## config.mk

```make
export PLATFORM = sky130hd
export DESIGN_NAME = mem_arbiter_flat
export DESIGN_NICKNAME = d
export VERILOG_FILES = /design/src/rtl/mem_arb_pkg.sv /design/src/rtl/mem_arbiter_if.sv /design/src/rtl/mem_arb_starve_cnt.sv /design/src/rtl/mem_arbiter.sv /design/src/flat_wrapper.sv
export SDC_FILE = /design/constraint.sdc
export NUM_CORES = 1
export LEC_CHECK = 0
export ABC_AREA = 1
export CAP_MARGIN = 20
export CORE_UTILIZATION = 32
export DETAILED_ROUTE_END_ITERATION = 12
export PLACE_DENSITY = 0.87
export SYNTH_ARGS = -nofsm -noshare
export SYNTH_HDL_FRONTEND = slang
export SYNTH_SLANG_ARGS = --single-unit
```

## constraint.sdc

```tcl
create_clock -name clk -period 4.5 [get_ports clk]
set_input_delay 0.675 -clock clk [delete_from_list [all_inputs] [get_ports clk]]
set_output_delay 0.675 -clock clk [all_outputs]
set_load 0.01 [all_outputs]
```

## src/rtl/mem_arb_pkg.sv

```systemverilog
// Shared constants for the two-port data-memory arbiter: read-return FSM
// encoding, port indices, bus widths and the default starvation limit.
package mem_arb_pkg;

    localparam int ADDR_W = 8;
    localparam int DATA_W = 8;

    localparam int MAX_WAIT_DEFAULT = 4;

    localparam int PORT_CPU    = 0;
    localparam int PORT_LOADER = 1;

    localparam logic [1:0] ST_IDLE = 2'd0;
    localparam logic [1:0] ST_RD0  = 2'd1;
    localparam logic [1:0] ST_RD1  = 2'd2;

    typedef struct packed {
        logic              we;
        logic [ADDR_W-1:0] addr;
        logic [DATA_W-1:0] wdata;
    } mem_req_t;

    // Read-return state that belongs to a given port index.
    function automatic logic [1:0] rd_state(input int port);
        return (port == PORT_CPU) ? ST_RD0 : ST_RD1;
    endfunction

endpackage

```

## src/rtl/mem_arbiter_if.sv

```systemverilog
// Bundle of requester-side and memory-controller-side signals of the arbiter.
// slave = arbiter view, master = requesters plus memory controller view.
interface mem_arbiter_if;

    logic       p0_req;
    logic       p0_we;
    logic [7:0] p0_addr;
    logic [7:0] p0_wdata;
    logic       p0_gnt;
    logic       p0_rvalid;
    logic [7:0] p0_rdata;

    logic       p1_req;
    logic       p1_we;
    logic [7:0] p1_addr;
    logic [7:0] p1_wdata;
    logic       p1_gnt;
    logic       p1_rvalid;
    logic [7:0] p1_rdata;

    logic [7:0] m_writeaddr;
    logic [7:0] m_readaddr;
    logic [7:0] m_writedata;
    logic       m_write_en;
    logic [7:0] m_readdata;

    modport slave (
        input  p0_req, p0_we, p0_addr, p0_wdata,
        input  p1_req, p1_we, p1_addr, p1_wdata,
        input  m_readdata,
        output p0_gnt, p0_rvalid, p0_rdata,
        output p1_gnt, p1_rvalid, p1_rdata,
        output m_writeaddr, m_readaddr, m_writedata, m_write_en
    );

    modport master (
        output p0_req, p0_we, p0_addr, p0_wdata,
        output p1_req, p1_we, p1_addr, p1_wdata,
        output m_readdata,
        input  p0_gnt, p0_rvalid, p0_rdata,
        input  p1_gnt, p1_rvalid, p1_rdata,
        input  m_writeaddr, m_readaddr, m_writedata, m_write_en
    );

endinterface

```

## src/rtl/mem_arb_starve_cnt.sv

```systemverilog
// Saturating count of cycles port 1 has been kept waiting; force_p1_o flags
// that the limit is reached and port 1 must win the next contended cycle.
module mem_arb_starve_cnt #(
    parameter int MAX_WAIT = 4
) (
    input  logic clk,
    input  logic reset,
    input  logic p1_req_i,
    input  logic p1_gnt_i,
    output logic force_p1_o
);

    localparam logic [3:0] LIMIT = 4'(MAX_WAIT);

    logic [3:0] wait_cnt_q;
    logic [3:0] wait_cnt_d;

    always_comb begin
        wait_cnt_d = wait_cnt_q;
        if (!p1_req_i || p1_gnt_i) begin
            wait_cnt_d = 4'd0;
        end else if (wait_cnt_q != LIMIT) begin
            wait_cnt_d = wait_cnt_q + 4'd1;
        end
    end

    always_ff @(posedge clk or posedge reset) begin
        if (reset) begin
            wait_cnt_q <= 4'd0;
        end else begin
            wait_cnt_q <= wait_cnt_d;
        end
    end

    // Taken from the register only, so the grant path has no combinational loop.
    assign force_p1_o = (wait_cnt_q == LIMIT);

endmodule

```

## src/rtl/mem_arbiter.sv

```systemverilog
// Two-port data-memory arbiter: p0 (CPU) priority with starvation relief for
// p1, one-cycle read return. Define MEM_ARB_STATS_EN to add conflict_count.
module mem_arbiter
    import mem_arb_pkg::*;
#(
    parameter int MAX_WAIT = MAX_WAIT_DEFAULT
) (
    input  logic           clk,
    input  logic           reset,
    mem_arbiter_if.slave   bus
`ifdef MEM_ARB_STATS_EN
    ,
    output logic [15:0]    conflict_count
`endif
);

    logic [1:0]  req;
    logic [1:0]  gnt;
    logic [1:0]  rvalid;
    logic [7:0]  rdata [2];
    mem_req_t    port_req [2];
    mem_req_t    sel;
    logic        force_p1;
    logic        p1_win;
    logic [1:0]  state_q;
    logic [1:0]  state_d;

    assign req[PORT_CPU]         = bus.p0_req;
    assign req[PORT_LOADER]      = bus.p1_req;
    assign port_req[PORT_CPU]    = {bus.p0_we, bus.p0_addr, bus.p0_wdata};
    assign port_req[PORT_LOADER] = {bus.p1_we, bus.p1_addr, bus.p1_wdata};

    mem_arb_starve_cnt #(
        .MAX_WAIT (MAX_WAIT)
    ) u_starve_cnt (
        .clk        (clk),
        .reset      (reset),
        .p1_req_i   (req[PORT_LOADER]),
        .p1_gnt_i   (gnt[PORT_LOADER]),
        .force_p1_o (force_p1)
    );

    // Grants are masked while reset is held so nothing reaches the controller.
    always_comb begin
        p1_win = req[PORT_LOADER] && (!req[PORT_CPU] || force_p1);
        gnt    = 2'b00;
        if (!reset) begin
            gnt[PORT_LOADER] = p1_win;
            gnt[PORT_CPU]    = req[PORT_CPU] && !p1_win;
        end
    end

    always_comb begin
        sel = '0;
        if (gnt[PORT_CPU]) begin
            sel = port_req[PORT_CPU];
        end else if (gnt[PORT_LOADER]) begin
            sel = port_req[PORT_LOADER];
        end
    end

    assign bus.m_writeaddr = sel.addr;
    assign bus.m_readaddr  = sel.addr;
    assign bus.m_writedata = sel.wdata;
    assign bus.m_write_en  = sel.we;

    always_comb begin
        state_d = ST_IDLE;
        if (gnt[PORT_CPU] && !port_req[PORT_CPU].we) begin
            state_d = ST_RD0;
        end else if (gnt[PORT_LOADER] && !port_req[PORT_LOADER].we) begin
            state_d = ST_RD1;
        end
    end

    always_ff @(posedge clk or posedge reset) begin
        if (reset) begin
            state_q <= ST_IDLE;
        end else begin
            state_q <= state_d;
        end
    end

    for (genvar gi = 0; gi < 2; gi++) begin : g_ret
        assign rvalid[gi] = (state_q == rd_state(gi));
        assign rdata[gi]  = rvalid[gi] ? bus.m_readdata : 8'h00;
    end

    assign bus.p0_gnt    = gnt[PORT_CPU];
    assign bus.p1_gnt    = gnt[PORT_LOADER];
    assign bus.p0_rvalid = rvalid[PORT_CPU];
    assign bus.p1_rvalid = rvalid[PORT_LOADER];
    assign bus.p0_rdata  = rdata[PORT_CPU];
    assign bus.p1_rdata  = rdata[PORT_LOADER];

`ifdef MEM_ARB_STATS_EN
    logic [15:0] conflict_q;
    logic [15:0] conflict_d;

    always_comb begin
        conflict_d = conflict_q;
        if ((&req) && (conflict_q != 16'hFFFF)) begin
            conflict_d = conflict_q + 16'd1;
        end
    end

    always_ff @(posedge clk or posedge reset) begin
        if (reset) begin
            conflict_q <= 16'd0;
        end else begin
            conflict_q <= conflict_d;
        end
    end

    assign conflict_count = conflict_q;
`endif

endmodule

```

## src/flat_wrapper.sv

```systemverilog
// flat-port wrapper written by rule: the top's interface ports become plain ports
module mem_arbiter_flat import mem_arb_pkg::*;
#(
    parameter int MAX_WAIT = MAX_WAIT_DEFAULT
)
  (clk, reset, bus_p0_req, bus_p0_we, bus_p0_addr, bus_p0_wdata, bus_p1_req, bus_p1_we, bus_p1_addr, bus_p1_wdata, bus_m_readdata, bus_p0_gnt, bus_p0_rvalid, bus_p0_rdata, bus_p1_gnt, bus_p1_rvalid, bus_p1_rdata, bus_m_writeaddr, bus_m_readaddr, bus_m_writedata, bus_m_write_en);
  mem_arbiter_if bus_i ();
  input  logic clk;
  input  logic reset;
  input wire logic [$bits(bus_i.p0_req)-1:0] bus_p0_req;
  input wire logic [$bits(bus_i.p0_we)-1:0] bus_p0_we;
  input wire logic [$bits(bus_i.p0_addr)-1:0] bus_p0_addr;
  input wire logic [$bits(bus_i.p0_wdata)-1:0] bus_p0_wdata;
  input wire logic [$bits(bus_i.p1_req)-1:0] bus_p1_req;
  input wire logic [$bits(bus_i.p1_we)-1:0] bus_p1_we;
  input wire logic [$bits(bus_i.p1_addr)-1:0] bus_p1_addr;
  input wire logic [$bits(bus_i.p1_wdata)-1:0] bus_p1_wdata;
  input wire logic [$bits(bus_i.m_readdata)-1:0] bus_m_readdata;
  output wire logic [$bits(bus_i.p0_gnt)-1:0] bus_p0_gnt;
  output wire logic [$bits(bus_i.p0_rvalid)-1:0] bus_p0_rvalid;
  output wire logic [$bits(bus_i.p0_rdata)-1:0] bus_p0_rdata;
  output wire logic [$bits(bus_i.p1_gnt)-1:0] bus_p1_gnt;
  output wire logic [$bits(bus_i.p1_rvalid)-1:0] bus_p1_rvalid;
  output wire logic [$bits(bus_i.p1_rdata)-1:0] bus_p1_rdata;
  output wire logic [$bits(bus_i.m_writeaddr)-1:0] bus_m_writeaddr;
  output wire logic [$bits(bus_i.m_readaddr)-1:0] bus_m_readaddr;
  output wire logic [$bits(bus_i.m_writedata)-1:0] bus_m_writedata;
  output wire logic [$bits(bus_i.m_write_en)-1:0] bus_m_write_en;
  assign bus_i.p0_req = bus_p0_req;
  assign bus_i.p0_we = bus_p0_we;
  assign bus_i.p0_addr = bus_p0_addr;
  assign bus_i.p0_wdata = bus_p0_wdata;
  assign bus_i.p1_req = bus_p1_req;
  assign bus_i.p1_we = bus_p1_we;
  assign bus_i.p1_addr = bus_p1_addr;
  assign bus_i.p1_wdata = bus_p1_wdata;
  assign bus_i.m_readdata = bus_m_readdata;
  assign bus_p0_gnt = bus_i.p0_gnt;
  assign bus_p0_rvalid = bus_i.p0_rvalid;
  assign bus_p0_rdata = bus_i.p0_rdata;
  assign bus_p1_gnt = bus_i.p1_gnt;
  assign bus_p1_rvalid = bus_i.p1_rvalid;
  assign bus_p1_rdata = bus_i.p1_rdata;
  assign bus_m_writeaddr = bus_i.m_writeaddr;
  assign bus_m_readaddr = bus_i.m_readaddr;
  assign bus_m_writedata = bus_i.m_writedata;
  assign bus_m_write_en = bus_i.m_write_en;
  mem_arbiter #(.MAX_WAIT(MAX_WAIT)) u_core (.clk(clk), .reset(reset), .bus(bus_i));
endmodule
```

; After elaboration in Yosys (flattened, before gate mapping)
; Cells that the tools add are included.
[totals]
in_bits = 46
regBits = 6
[classes]
n_reduce_logical = 12
muxes = 9
n_eq_ne = 4
n_addsub = 1
[ops]
columns = operator, n
row1 = 17-bit two-way mux, 2
row2 = 8-bit two-way mux, 2
row3 = 4-bit two-way mux, 2
row4 = 2-bit two-way mux, 3
row5 = 1-bit zero test, 5
row6 = "4-bit by 1-bit adder with 4-bit output, second input constant", 1
row7 = "4-bit by 3-bit == test with 1-bit output, second input constant", 1
row8 = 1-bit logical AND, 4
row9 = "4-bit by 3-bit inequality test with 1-bit output, second input constant", 1
row10 = "2-bit by 1-bit == test with 1-bit output, second input constant", 1
row11 = "2-bit == test, second input constant", 1
row12 = 1-bit logical OR, 2
row13 = 2-bit nonzero test, 1

; Longest topological paths before layout
[depth]
ltp_word = 9
depth_mapped = 9
mapped_depth_nobuf = 8

; Cells and area by module
; Synthesis repeated with hierarchy kept, for this count alone.
[hier_totals]
cells_unflattened = 141
hier_area_um2 = 872.1
[by_module_without_submodules]
columns = mod, cells_each, seq_area_each_um2, area_per_inst_um2, n_inst
row1 = mem_arbiter, 109, 50.0, 618.1, 1
row2 = mem_arb_starve_cnt, 32, 100.1, 254.0, 1

; Worst setup path before layout
; Ideal clock, no wire load.
[synth_timing]
path_kind = reg-to-output
start = register u_core.u_starve_cnt.wait_cnt_q[0]
end = output bus_m_writeaddr[0]
stages_incl_launch_ff = 10
path_buffers = 2
slack_ns = 2.417
arrival_time_ns = 1.408
path_cell_list = dfrtp_1 inv_1 ha_1 nand3_4 nand2_8 nand2_8 buf_8 nand3_2 nand2_1 buf_4
[synth_via]
elab_chain_cells = 7
elab_cells_between_ends = 8
cone_classes = eq/ne: 1 / mux: 3 / reduce/logical: 4
[synth_lines]
columns = item, line
row1 = start: declaration, mem_arb_starve_cnt.sv:15  ; logic [3:0] wait_cnt_q;
row2 = start signal: assignment, mem_arb_starve_cnt.sv:31  ; wait_cnt_q <= wait_cnt_d;
row3 = 4-bit by 3-bit == test with 1-bit output *, mem_arb_starve_cnt.sv:36  ; assign force_p1_o = (wait_cnt_q == LIMIT);
row4 = 1-bit logical OR *, mem_arbiter.sv:45  ; p1_win = req[PORT_LOADER] && (!req[PORT_CPU] || force_p1);
row5 = 1-bit logical AND *, mem_arbiter.sv:45
row6 = 1-bit zero test, mem_arbiter.sv:49  ; gnt[PORT_CPU] = req[PORT_CPU] && !p1_win;
row7 = 1-bit logical AND, mem_arbiter.sv:49
row8 = 2-bit two-way mux *, mem_arbiter.sv:47  ; if (!reset) begin
row9 = 17-bit two-way mux *, mem_arbiter.sv:55  ; if (gnt[PORT_CPU]) begin
row10 = end: declaration, flat_wrapper.sv:25  ; output wire logic [$bits(bus_i.m_writeaddr)-1:0] bus_m_writeaddr;
; Every way passes the cells marked *; elsewhere a longest branch is shown, timed or not.

; Worst setup path after layout
[layout_timing]
start = input bus_p1_req
end = output bus_m_writeaddr[2]
[layout_via]
elab_chain_cells = 5
elab_cells_between_ends = 6
cone_classes = mux: 3 / reduce/logical: 3
[layout_lines]
columns = item, line
row1 = start: declaration, flat_wrapper.sv:14  ; input wire logic [$bits(bus_i.p1_req)-1:0] bus_p1_req;
row2 = 1-bit logical AND *, mem_arbiter.sv:45
row3 = 1-bit zero test, mem_arbiter.sv:49
row4 = 1-bit logical AND, mem_arbiter.sv:49
row5 = 2-bit two-way mux *, mem_arbiter.sv:47
row6 = 17-bit two-way mux *, mem_arbiter.sv:55
; Marked as above.

==> implementation parameters <==
Parameter                              Value

Global routing
  Wire length of the first global-routing pass    slightly below 4000 um
  Pin count of the biggest net entering global routing    25
  Initial antenna violation count    0
  Global-route usage over all layers    0.1797
  Vias in the first global route    970
  Residual overflow from global routing    0

Critical path
  Gate family responsible for the most delay along the worst path    buffers and inverters
  Highest net fanout along the worst path    20
  Register-to-Register Path Depth    7
  Worst Setup End Kind    output port
  Peak per-stage delay on the critical path    between 800 and 900 ps
  Critical Path, Cell by Cell    clkdlybuf4s50_1 > nand2_8 > nand3_1 > nand2_1 > clkdlybuf4s50_1
  Critical path class    input port to output port
  Setup slack of the worst register-to-register path    ~3000 ps
  Count of buffer and inverter cells on the critical path    2
  Worst Setup Start Kind    input port
  Cell with the biggest individual delay on the critical path    sky130_fd_sc_hd__clkdlybuf4s50_1
  CP required    between 3000 and 4000 ps
  Reg-to-reg critical path endpoint    u_core.u_starve_cnt.wait_cnt_q[1]
  Crit Reg-Reg Startpoint    u_core.u_starve_cnt.wait_cnt_q[0]
  Most Frequent Cell on Critical Path    sky130_fd_sc_hd__clkdlybuf4s50_1
  WP data arrival    about 2600 ps

Floorplan
  Number of top-level pins    about 90
  Core region area    roughly 2600 um2
  Starting density of the core    0.3519
  Cell Rows    18
  Die Area    3039 um2
  Width of the die    55.13 um
  Chip Height    about 55 um

Yosys
  Sequential element share of the synthesized area    0.1662
  Instance count of the mapped netlist    ~140
  Area share of the largest cell type after synthesis    0.1662
  Number of unique standard cell types used by synthesis    18
  Summed instance area of the synthesized netlist    between 900 and 1000 um2
  List of most frequent post-synthesis cells    sky130_fd_sc_hd__nand2_1 (25), sky130_fd_sc_hd__nor2_1 (24), sky130_fd_sc_hd__inv_1 (19), sky130_fd_sc_hd__nand4_1 (18)
  Most frequent cell after synthesis    sky130_fd_sc_hd__nand2_1
  Async S/R FF share, synth    1.000
  Cell type contributing the most total cell area after synthesis    sky130_fd_sc_hd__dfrtp_1
  Warnings from Yosys    0
  Register bit total from synthesis    6
  Main flop type after synthesis    sky130_fd_sc_hd__dfrtp_1
  Syn avg cell area    between 6 and 7 um2
  Count of flip-flops with a built-in enable after synthesis    0
  Largest cells by area after synthesis    sky130_fd_sc_hd__dfrtp_1 (17%), sky130_fd_sc_hd__nand4_1 (12%), sky130_fd_sc_hd__nand3_2 (11%)
  Post-synth net total    184

Pwr
  Reported leakage power    about 0.81 nW
  Power density over the cells    148.5 nW/um2
  Peak supply drop    between 0.00015 and 0.0002 V

Clock tree
  Clk_lat worst skew    240 ps
  Number of buffers inserted during clock tree synthesis    3
  Clock root cell    sky130_fd_sc_hd__clkbuf_4
  Setup Fix Bufs, Post-CTS    0
  CTS Hold Buffers Added    0
  Post-cts repair resize count    0
  TritonCTS clock tree    yes
  Longest Clk Path Bufs    2
  Clock tree sinks    6
  H-tree level count    1
  Clock transition at the register clock pins on the worst setup and hold paths after CTS    roughly 40 ps

Hold path
  Startpoint of the tightest hold check path    u_core.u_starve_cnt.wait_cnt_q[3]
  Hold worst-path end    u_core.u_starve_cnt.wait_cnt_q[3]
  Hold Path Depth    3
  Hold WC Path Type    flip-flop to flip-flop

Final layout
  Final layout net count    about 270
  Number of filler cells placed in the layout    approximately 220
  Share of final-layout standard cells stronger than drive strength 1    0.08837
  Area of the multi-input gates    ~560 um2
  # diodes    0
  Final standard cell count with taps included and fillers excluded    between 200 and 250
  Area Growth Syn to Fin    94.04%
  Storage cell area    ~150 um2

STA
  Final worst path period share    0.7338
  RSZ-0062 raised after global routing    no
  Layout Skew    about 3.3 ps
  Final worst path period need    roughly 3300 ps
  Highest Clock Rate    302.8 MHz
  Slew at the pin closest to its max-slew limit    approximately 810 ps
  Number of endpoints with negative hold slack in the final report    0
  Final number of max-transition violations    0
  Final setup slack of the worst path    ~1200 ps
  Worst max-slew margin expressed relative to the limit    0.4556
  Endpoints failing setup    0
  Final TNS setup    0 ps

Drt
  Number of detailed-routing iterations run before antenna repair    4
  Vias after detailed routing    approximately 1200
  Routed vias/inst    about 4.7
  Remaining number of nets flagged by the antenna check after routing    0
  WL per Instance    about 11 um
  Overall routed net length    ~2800 um
  Residual DRC count    0
  Drt initial violations    21

Placement
  GPL Wtd Cong    about 0.75
  Placed insts    about 240
  DP HPWL    2201 um
  Total of buffers placed on input and output ports    90
  Pre-CTS worst setup slack    roughly 1200 ps

Run
  Max-cap violations    0

Outcome
  Outcome    completed
[area by class of cell]
class / instances / share of cell area
Timing Repair Buffer: 90 / 0.5139
Multi-Input combinational cell: 95 / 0.3212
Sequential cell: 6 / 0.08565
Inverter: 21 / 0.04497
Tap cell: 30 / 0.02141
Clock buffer: 3 / 0.01285
[sequential cells by signal, summed over array words and instances, names as in the netlist]
signal                          cells
u_core.state_q                      2
u_core.u_starve_cnt.wait_cnt_q      4
[power breakdown]
part | internal [mW] | switching (mW)
Clock | 0.0301 | 0.0180
Sequential | 0.0583 | 0.00500
Combinational | 0.0834 | 0.0655
[placed cells by master, fill, tap and decap left out, drive strengths merged]
master | netlist | layout
dfrtp | 6 | 6
nand4 | 18 | 18
o21ai | 1 | 1
clkbuf | 0 | 3
nor2 | 25 | 25
ha | 2 | 2
xor2 | 1 | 1
nand3 | 21 | 21
nand2 | 27 | 27
clkdlybuf4s50 | 0 | 90
inv | 21 | 21
[tightest hold or removal path, cell delays in order, from the launching register on]
cell and delay (ps):
sky130_fd_sc_hd__dfrtp_1 340, sky130_fd_sc_hd__nand4_1 80, sky130_fd_sc_hd__nand3_1 70, sky130_fd_sc_hd__nor2_1 40
[metrics by stage]
step	hold slack (ps)	cell area (um2)	util	total power, mW
finish	560.2	1753	0.6827	0.2603
global route	613.9	1753	0.6827	0.2825
CTS	571.9	1753	0.6827	0.2632
detailed placement	566.3	1730	0.6740	0.2134
global placement	551.6	1730	0.6740	0.2113
floorplan	530.2	903.4	-	0.1368
[kinds of logic after synthesis]
family,count (synthesis),share of synthesized area
xor gates and xnor gates,1,0.009697
and+or+nand+nor,91,0.5804
adders and majority gates,2,0.02770
AOI/OAI and AO/OA,1,0.005535
buffers and inverters,35,0.2105
DFF,6,0.1662
[metal layers]
metal / part of all wire / GRT usage / wire (um) / vias up
met5: 0 / 0 / 0 / -
met2: 0.49 / 0.3253 / 1363 / 67
met1: 0.38 / 0.2042 / 1055 / 490
met3: 0.12 / 0.04098 / 344 / 2
li1: - / - / - / 593
met4: 0.0050 / 0.06250 / 14 / 0
[worst max path at each step]
stage / startpoint / endpoint / slack [ps] / depth (start not counted)
2_1_floorplan: u_core.u_starve_cnt.wait_cnt_q[0] / bus_m_writeaddr[0] / 2420 / 9
3_3_place_gp: bus_p1_req / bus_m_readaddr[3] / 1280 / 5
3_5_place_dp: bus_p1_req / bus_m_writeaddr[1] / 1230 / 5
4_1_cts: bus_p1_req / bus_m_writeaddr[2] / 1230 / 5
5_1_grt: bus_p1_req / bus_m_readaddr[2] / 1040 / 5
6_report: bus_p1_req / bus_m_writeaddr[2] / 1200 / 5
Note: power is estimated with default switching activity, not from simulation.
